===== src/rtl/regfile_xfer.sv =====
// Sequential save/restore engine for the 32-entry register file: dumps x1..x31
// onto a valid/ready stream, or restores x1..x31 from one.
module regfile_xfer #(
  parameter int XLEN = 32
) (
  input  logic            i_clk,
  input  logic            i_rst_n,
  input  logic            i_start,
  input  logic            i_mode,
  input  logic            i_abort,
  output logic            o_busy,
  output logic            o_done,
  output logic [4:0]      o_Rnum,
  input  logic [XLEN-1:0] i_Rd,
  output logic            o_Wen,
  output logic [4:0]      o_Wnum,
  output logic [XLEN-1:0] o_Wd,
  output logic            o_tx_valid,
  output logic [XLEN-1:0] o_tx_data,
  output logic            o_tx_last,
  input  logic            i_tx_ready,
  input  logic            i_rx_valid,
  input  logic [XLEN-1:0] i_rx_data,
  output logic            o_rx_ready
);

  typedef enum logic [1:0] {IDLE, DUMP, LOAD, DRAIN} state_t;

  state_t     state, state_nx;
  logic [4:0] idx;
  logic       pend;
  logic       tx_fire, tx_load, rx_fire;

  assign tx_fire = o_tx_valid && i_tx_ready;
  assign tx_load = (state == DUMP) && !pend && (!o_tx_valid || i_tx_ready);
  assign rx_fire = (state == LOAD) && i_rx_valid && o_rx_ready;
  assign o_busy  = (state != IDLE);
  assign o_Rnum  = (state == DUMP) ? idx : 5'd0;

  always_ff @(posedge i_clk or negedge i_rst_n) begin
    if (!i_rst_n) state <= IDLE;
    else          state <= state_nx;
  end

  always_comb begin
    state_nx = state;
    case (state)
      IDLE:  if (i_start) state_nx = i_mode ? LOAD : DUMP;
      DUMP: begin
        if (i_abort)                     state_nx = IDLE;
        else if (tx_fire && o_tx_last)   state_nx = IDLE;
      end
      LOAD: begin
        if (i_abort)                     state_nx = IDLE;
        else if (rx_fire && idx == 5'd31) state_nx = DRAIN;
      end
      DRAIN: state_nx = IDLE;
      default: state_nx = IDLE;
    endcase
  end

  // Datapath; abort wins over any handshake in the same cycle.
  always_ff @(posedge i_clk or negedge i_rst_n) begin
    if (!i_rst_n) begin
      idx        <= 5'd1;
      pend       <= 1'b0;
      o_done     <= 1'b0;
      o_Wen      <= 1'b0;
      o_Wnum     <= 5'd0;
      o_Wd       <= '0;
      o_tx_valid <= 1'b0;
      o_tx_data  <= '0;
      o_tx_last  <= 1'b0;
      o_rx_ready <= 1'b0;
    end else begin
      o_done <= 1'b0;
      o_Wen  <= 1'b0;
      case (state)
        IDLE: begin
          if (i_start) begin
            idx        <= 5'd1;
            pend       <= 1'b0;
            o_rx_ready <= i_mode;
          end
        end
        DUMP: begin
          if (i_abort) begin
            o_tx_valid <= 1'b0;
            o_tx_last  <= 1'b0;
            pend       <= 1'b0;
          end else if (tx_load) begin
            o_tx_data  <= i_Rd;
            o_tx_valid <= 1'b1;
            o_tx_last  <= (idx == 5'd31);
            if (idx == 5'd31) pend <= 1'b1;
            else              idx  <= idx + 5'd1;
          end else if (tx_fire) begin
            // only reachable for the final word, since pend blocks reloading
            o_tx_valid <= 1'b0;
            o_tx_last  <= 1'b0;
            pend       <= 1'b0;
            o_done     <= 1'b1;
          end
        end
        LOAD: begin
          if (i_abort) begin
            o_rx_ready <= 1'b0;
          end else if (rx_fire) begin
            o_Wen  <= 1'b1;
            o_Wnum <= idx;
            o_Wd   <= i_rx_data;
            idx    <= idx + 5'd1;
            if (idx == 5'd31) o_rx_ready <= 1'b0;
          end
        end
        DRAIN: begin
          if (!i_abort) o_done <= 1'b1;
        end
        default: ;
      endcase
    end
  end

endmodule


===== config.mk =====
export PLATFORM = sky130hd
export DESIGN_NAME = regfile_xfer
export DESIGN_NICKNAME = d
export VERILOG_FILES = /design/src/rtl/regfile_xfer.sv
export SDC_FILE = /design/constraint.sdc
export NUM_CORES = 1
export LEC_CHECK = 0
export BUFFER_PORTS_ARGS = -buffer_cell sky130_fd_sc_hd__buf_2
export CAP_MARGIN = 20
export CORE_MARGIN = 2
export CORE_UTILIZATION = 47
export CTS_BUF_LIST = sky130_fd_sc_hd__clkbuf_16
export CTS_CLUSTER_DIAMETER = 80
export DETAILED_ROUTE_END_ITERATION = 8
export PLACE_DENSITY = 0.84
export SLEW_MARGIN = 20
export SYNTH_ARGS = -nofsm -noshare
export SYNTH_HDL_FRONTEND = slang
export SYNTH_SLANG_ARGS = --single-unit

===== constraint.sdc =====
create_clock -name i_clk -period 2.2 [get_ports i_clk]
set_input_delay 0.44 -clock i_clk [delete_from_list [all_inputs] [get_ports i_clk]]
set_output_delay 0.44 -clock i_clk [all_outputs]
set_load 0.01 [all_outputs]

* Yosys cells after proc, flatten, opt, wreduce, memory -nomap -nowiden
Cells that the tools add are included.
Storage, ports and cells: register bits 82, input port bits 71, output and inout port bits 80, logic and storage cells 90
Cells by class: add/subtract/negate cells 1, equal/unequal tests 16, mux-type cells 38, bitwise operators 1, reductions and logical operators 23
Operator list (count):
- 2-to-1 mux 5 bit | 7
- 2-to-1 mux 1 bit | 20
- one-hot mux 5 bit (3 select lines) | 1
- 2-to-1 mux 2 bit | 6
- inequality test 2 bit (second input constant) | 6
- inequality test 3 x 2 -> 1 bit (second input constant) | 3
- AND reduction 3 bit | 3
- one-hot mux 2 bit (4 select lines) | 1
- AND reduction 4 bit | 2
- logical AND 1 bit | 7
- AND reduction 7 bit | 1
- one-hot mux 1 bit (2 select lines) | 3
- nonzero test 2 bit | 3
- nonzero test 3 bit | 2
- adder 5 x 1 -> 5 bit (second input constant) | 1
- == test 5 bit (second input constant) | 1
- == test 2 bit (second input constant) | 2
- inequality test 4 x 3 -> 1 bit (second input constant) | 1
- inequality test 4 bit (second input constant) | 1
- inequality test 3 bit (second input constant) | 1
- == test 2 x 1 -> 1 bit (second input constant) | 1
- logical NOT 1 bit | 2
- logical NOT 2 bit | 1
- AND reduction 2 bit | 1
- 2 further kinds | 2

* Longest topological paths before layout
word-level depth 7, depth in mapped cells 7, mapped depth without buffers 7

* Worst setup path after synthesis
No wires, ideal clock.
path kind register to register, start register idx[1], end register idx[0], setup time 82 ps, arrival 1905 ps, required time 2118 ps, slack 213 ps, stages on the path, launching flop included 8, buffers on the path 0, clock period less this slack 1987 ps, path through dfrtp_1 ha_1 and3_1 ha_1 o21a_1 a2111oi_4 nand2_4 mux2_4
On the way: cells in the longest elaborated chain, start to end 3
Ends and longest elaborated chain:
- from (decl) | RTL line 30 | logic [4:0] idx;
- from (signal assigned) | RTL line 96 | else idx <= idx + 5'd1;
- from (signal assigned) | RTL line 112 | idx <= idx + 5'd1;
- == test 5 bit | RTL line 95 | if (idx == 5'd31) pend <= 1'b1;
- inequality test 2 bit (no line)
- AND reduction 7 bit (no line)
Every way passes these cells. A chain may end at the register's enable or synchronous reset.

* Worst setup path after layout
start register idx[0], end register idx[0]
On the way: cells in the longest elaborated chain, start to end 5, elaborated cells between the ends (all ways) 10, those cells by class add/sub: 1; eq/ne: 2; mux: 6; reduce/logical: 1
Ends and longest elaborated chain:
- adder 5 x 1 -> 5 bit | RTL line 96, 112
- 2-to-1 mux 5 bit | RTL line 95
- 2-to-1 mux 5 bit | RTL line 91 | end else if (tx_load) begin
- 2-to-1 mux 5 bit | RTL line 87 | if (i_abort) begin
- one-hot mux 5 bit (3 select lines) | RTL line 78 | case (state)
Several ways; a longest one is shown, not always the timed one. The select of a mux whose other input is x is not followed.

==> results by group <==
Run status
  – Outcome: completed

Worst setup path
  – Crit. End Element: flip-flop
  – Crit path buffers/inverters: 0
  – Crit Path Class: reg2reg
  – Capturing element of the worst setup path: idx[0]$_DFFE_PN1P_
  – Slowest cell on the critical path: sky130_fd_sc_hd__dfstp_2
  – Launching element type of the critical path: flip-flop
  – CP delay by family, top: compound AO/OA/AOI/OAI gates
  – Delay contributed by the slowest stage of the critical path: 0.40 ns
  – Highest net fanout along the worst path: 6
  – Slack of the worst reg-to-reg path: 0.16 ns
  – Critical path arrival: 2.29 ns
  – Required time at the worst-slack endpoint: 2.45 ns
  – Crit-path cells: ha_1 > and3_1 > ha_1 > o21a_1 > a2111oi_4 > nand2_4 > mux2_4
  – Source of the critical timing path: idx[0]$_DFFE_PN1P_
  – Register-to-Register Path Depth: 7
  – Path length in cells of the critical path: 7
  – Launch point of the worst reg-to-reg path: idx[0]$_DFFE_PN1P_
  – Dominant cell type by count on the critical path: sky130_fd_sc_hd__ha_1
  – Reg2reg end: idx[0]$_DFFE_PN1P_

Logic synthesis
  – Average cell area after synthesis: 11.1 µm²
  – Most frequent cell after synthesis: sky130_fd_sc_hd__nand2_1
  – Leading area contributor after synthesis: sky130_fd_sc_hd__dfrtp_1
  – Area contributors post-synth: sky130_fd_sc_hd__dfrtp_1 59%, sky130_fd_sc_hd__nand2_1 12%, sky130_fd_sc_hd__mux2_2 10%
  – Post-Synthesis Net Count: 390
  – Number of synthesized flops with an enable pin: 0
  – Synthesis warning total: 0
  – Number of instances in the synthesized netlist: 311
  – FFs w/ async S/R, synth: 100%
  – Top cell types by occurrence after synthesis: 112 x sky130_fd_sc_hd__nand2_1, 81 x sky130_fd_sc_hd__dfrtp_1, 31 x sky130_fd_sc_hd__mux2_2, 9 x sky130_fd_sc_hd__inv_1
  – Sequential area share after synthesis: 59.7%
  – Library cells used by synthesis: 38
  – Post-synth design cell area: 3440 µm²
  – Share of the synthesized area in the top cell type: 58.9%
  – Ys flop type: sky130_fd_sc_hd__dfrtp_1
  – FF+latch count, synth: 82

Floorplanning
  – Initial Utilization: 48.0%
  – Number of core rows: 31
  – Core area: 7180 µm²
  – I/O pin cnt: 151
  – Die area: 8020 µm²
  – Overall die width: 89.6 µm
  – Die Y-Extent: 89.6 µm

Global routing
  – Number of antenna violations at the first check in global routing: 0
  – Vias in the first global route: 2489
  – Total routing usage reported by global routing: 18.3%
  – Pin count of the biggest net entering global routing: 41
  – Total gr overflow: 0
  – Global-route wire length before repair: 11200 µm

Run
  – Max capacitance violation total: 0

STA
  – Worst-margin pin slew: 0.416 ns
  – Final Hold Fails: 0
  – Hold slack final: 0.0358 ns
  – Worst slew slack as a fraction of its limit: 72.0%
  – Peak Freq: 0.490 GHz
  – Setup_tns: 0 ns
  – Final clock skew: 0.00562 ns
  – Setup violators final: 0
  – Number of pins exceeding their max-slew limit in the final report: 0
  – Post-layout min period: 2.04 ns
  – Final cycle utilization of the critical path: 92.7%
  – Setup repair after global routing missed its margin: no

Clock tree
  – Gates resized, CTS repair: 0
  – Max Root-Sink Buffers: 2
  – Number of buffers inserted during clock tree synthesis: 9
  – Later-pin clock latency in the skew report: 0.32 ns
  – TritonCTS Sinks: 82
  – CTS root buf: sky130_fd_sc_hd__clkbuf_16
  – Number of H-tree branching levels: 3
  – TritonCTS clock tree: done
  – Clock transition at the registers of the reported paths: 0.06 ns

Drt
  – Average routed wire per standard cell: 13.2 µm
  – Antenna-violating nets left: 0
  – Routed wire length: 7550 µm
  – Vias per inst: 4.80
  – DR vias: 2735
  – Violation count after the first detailed-routing iteration: 55
  – Number of iterations in the first detailed-routing pass: 4
  – Number of design rule violations left after detail routing: 0

Placed design
  – Placed insts: 554
  – Weighted congestion reported at the end of routability-driven placement: 0.825
  – DP Wirelength: 5580 µm
  – Count of buffers inserted at the top-level ports: 150

Cells and area
  – Layout Nets: 545
  – Total of fill cells in the finished design: 591
  – Final std cells w/o fill: 570
  – Antenna fix cells: 0
  – Area Overhead vs Synth: 35.2%
  – Share of layout cells above drive strength 1: 44.4%

Pwr
  – Leakage power summed over all cells: 2.55 nW
  – Power Density: 1310 nW/µm²
  – Largest vdd supply drop: 563 µV

Hold path
  – Hold Path Class: in2async
==> through the flow <==
| stage | power [W] | util [%] | worst slack (ns) | instance area [µm²] |
|---|---|---|---|---|
| after global placement | 0.00456 | 60.6 | 0.159 | 4350 |
| after global routing | 0.00655 | 64.8 | 0.0615 | 4650 |
| after CTS | 0.00619 | 64.8 | 0.0734 | 4650 |
| final | 0.00611 | 64.8 | 0.161 | 4650 |
| after floorplan | 0.00374 | - | 0.213 | 3440 |
| after detailed placement | 0.00467 | 60.6 | 0.0843 | 4350 |
==> cells in the final DEF (no fill, tap or decap), types with 2 or more instances in the layout <==
| cell type | count |
|---|---|
| sky130_fd_sc_hd__mux2i_1 | 4 |
| sky130_fd_sc_hd__clkinvlp_4 | 2 |
| sky130_fd_sc_hd__a31oi_1 | 2 |
| sky130_fd_sc_hd__buf_2 | 149 |
| sky130_fd_sc_hd__inv_1 | 9 |
| sky130_fd_sc_hd__o21ai_0 | 5 |
| sky130_fd_sc_hd__clkinv_1 | 2 |
| sky130_fd_sc_hd__o22ai_1 | 2 |
| sky130_fd_sc_hd__nand3_1 | 4 |
| sky130_fd_sc_hd__a21oi_1 | 7 |
| sky130_fd_sc_hd__and2_1 | 5 |
| sky130_fd_sc_hd__o2bb2ai_1 | 2 |
| sky130_fd_sc_hd__buf_4 | 4 |
| sky130_fd_sc_hd__nor2_1 | 2 |
| sky130_fd_sc_hd__nand2_1 | 112 |
| sky130_fd_sc_hd__mux2_2 | 31 |
| sky130_fd_sc_hd__clkbuf_16 | 9 |
| sky130_fd_sc_hd__buf_12 | 3 |
| sky130_fd_sc_hd__mux2_1 | 2 |
| sky130_fd_sc_hd__dfrtp_1 | 81 |
| sky130_fd_sc_hd__and3_1 | 2 |
| sky130_fd_sc_hd__nand2b_1 | 3 |
| sky130_fd_sc_hd__ha_1 | 8 |
==> worst min path at each step <==
stage	from	to
after floorplan	i_rst_n	idx[1]$_DFFE_PN0P_
after global placement	i_rst_n	o_tx_data[18]$_DFFE_PN0P_
after detailed placement	i_rst_n	o_tx_data[18]$_DFFE_PN0P_
after CTS	i_rst_n	o_tx_data[18]$_DFFE_PN0P_
after global routing	i_rst_n	o_tx_data[18]$_DFFE_PN0P_
final	i_rst_n	o_tx_data[18]$_DFFE_PN0P_
==> report_power, final <==
group	switching (W)	internal (W)	leakage (nW)
combinational	0.00112	0.00106	1.37
clock	0.000600	0.000888	0.142
sequential	0.000336	0.00211	1.04
total	0.00206	0.00405	2.55
==> logic make-up (layout without fill, tap and decap cells) <==
logic type,Yosys count,count (layout),synth area share (%)
flip-flops,82,82,59.7
AND/OR/NAND/NOR,137,137,17.3
multiplexers,38,38,12.4
buffers and inverters,22,182,2.76
AO/OA/AOI/OAI,24,24,4.95
adder cells (fa/ha/maj),8,8,2.91
==> timing repair <==
action,CTS,global route
setup buffers,0,0
setup endpoints to repair,0,1
hold buffers,0,0
==> state kept, by name, summed over array words and instances (netlist names) <==
register	cells
pend	1
o_Wd	32
o_rx_ready	1
o_tx_last	1
o_Wen	1
o_tx_data	32
o_Wnum	5
idx	5
o_tx_valid	1
state	2
o_done	1
==> area by class of cell <==
type / count / area [µm²] / area share (%)
clock buffers: 9 / 225 / 4.84
clock inverters: 7 / 77.6 / 1.67
inverters: 10 / 37.5 / 0.807
multi-input cells: 207 / 1300 / 27.9
flip-flops and latches: 82 / 2050 / 44.1
well taps: 99 / 124 / 2.66
repair buffers: 156 / 836 / 18.0
==> per-layer routing <==
metal  GRT usage (%)  vias up  wire length [µm]
li1                -     1334                 -
met2            30.4      120              3480
met1            23.0     1272              3390
met4            6.92        0                93
met3            4.80        9               586
met5               0        -                 0
Power figures use the tool's default switching activity.
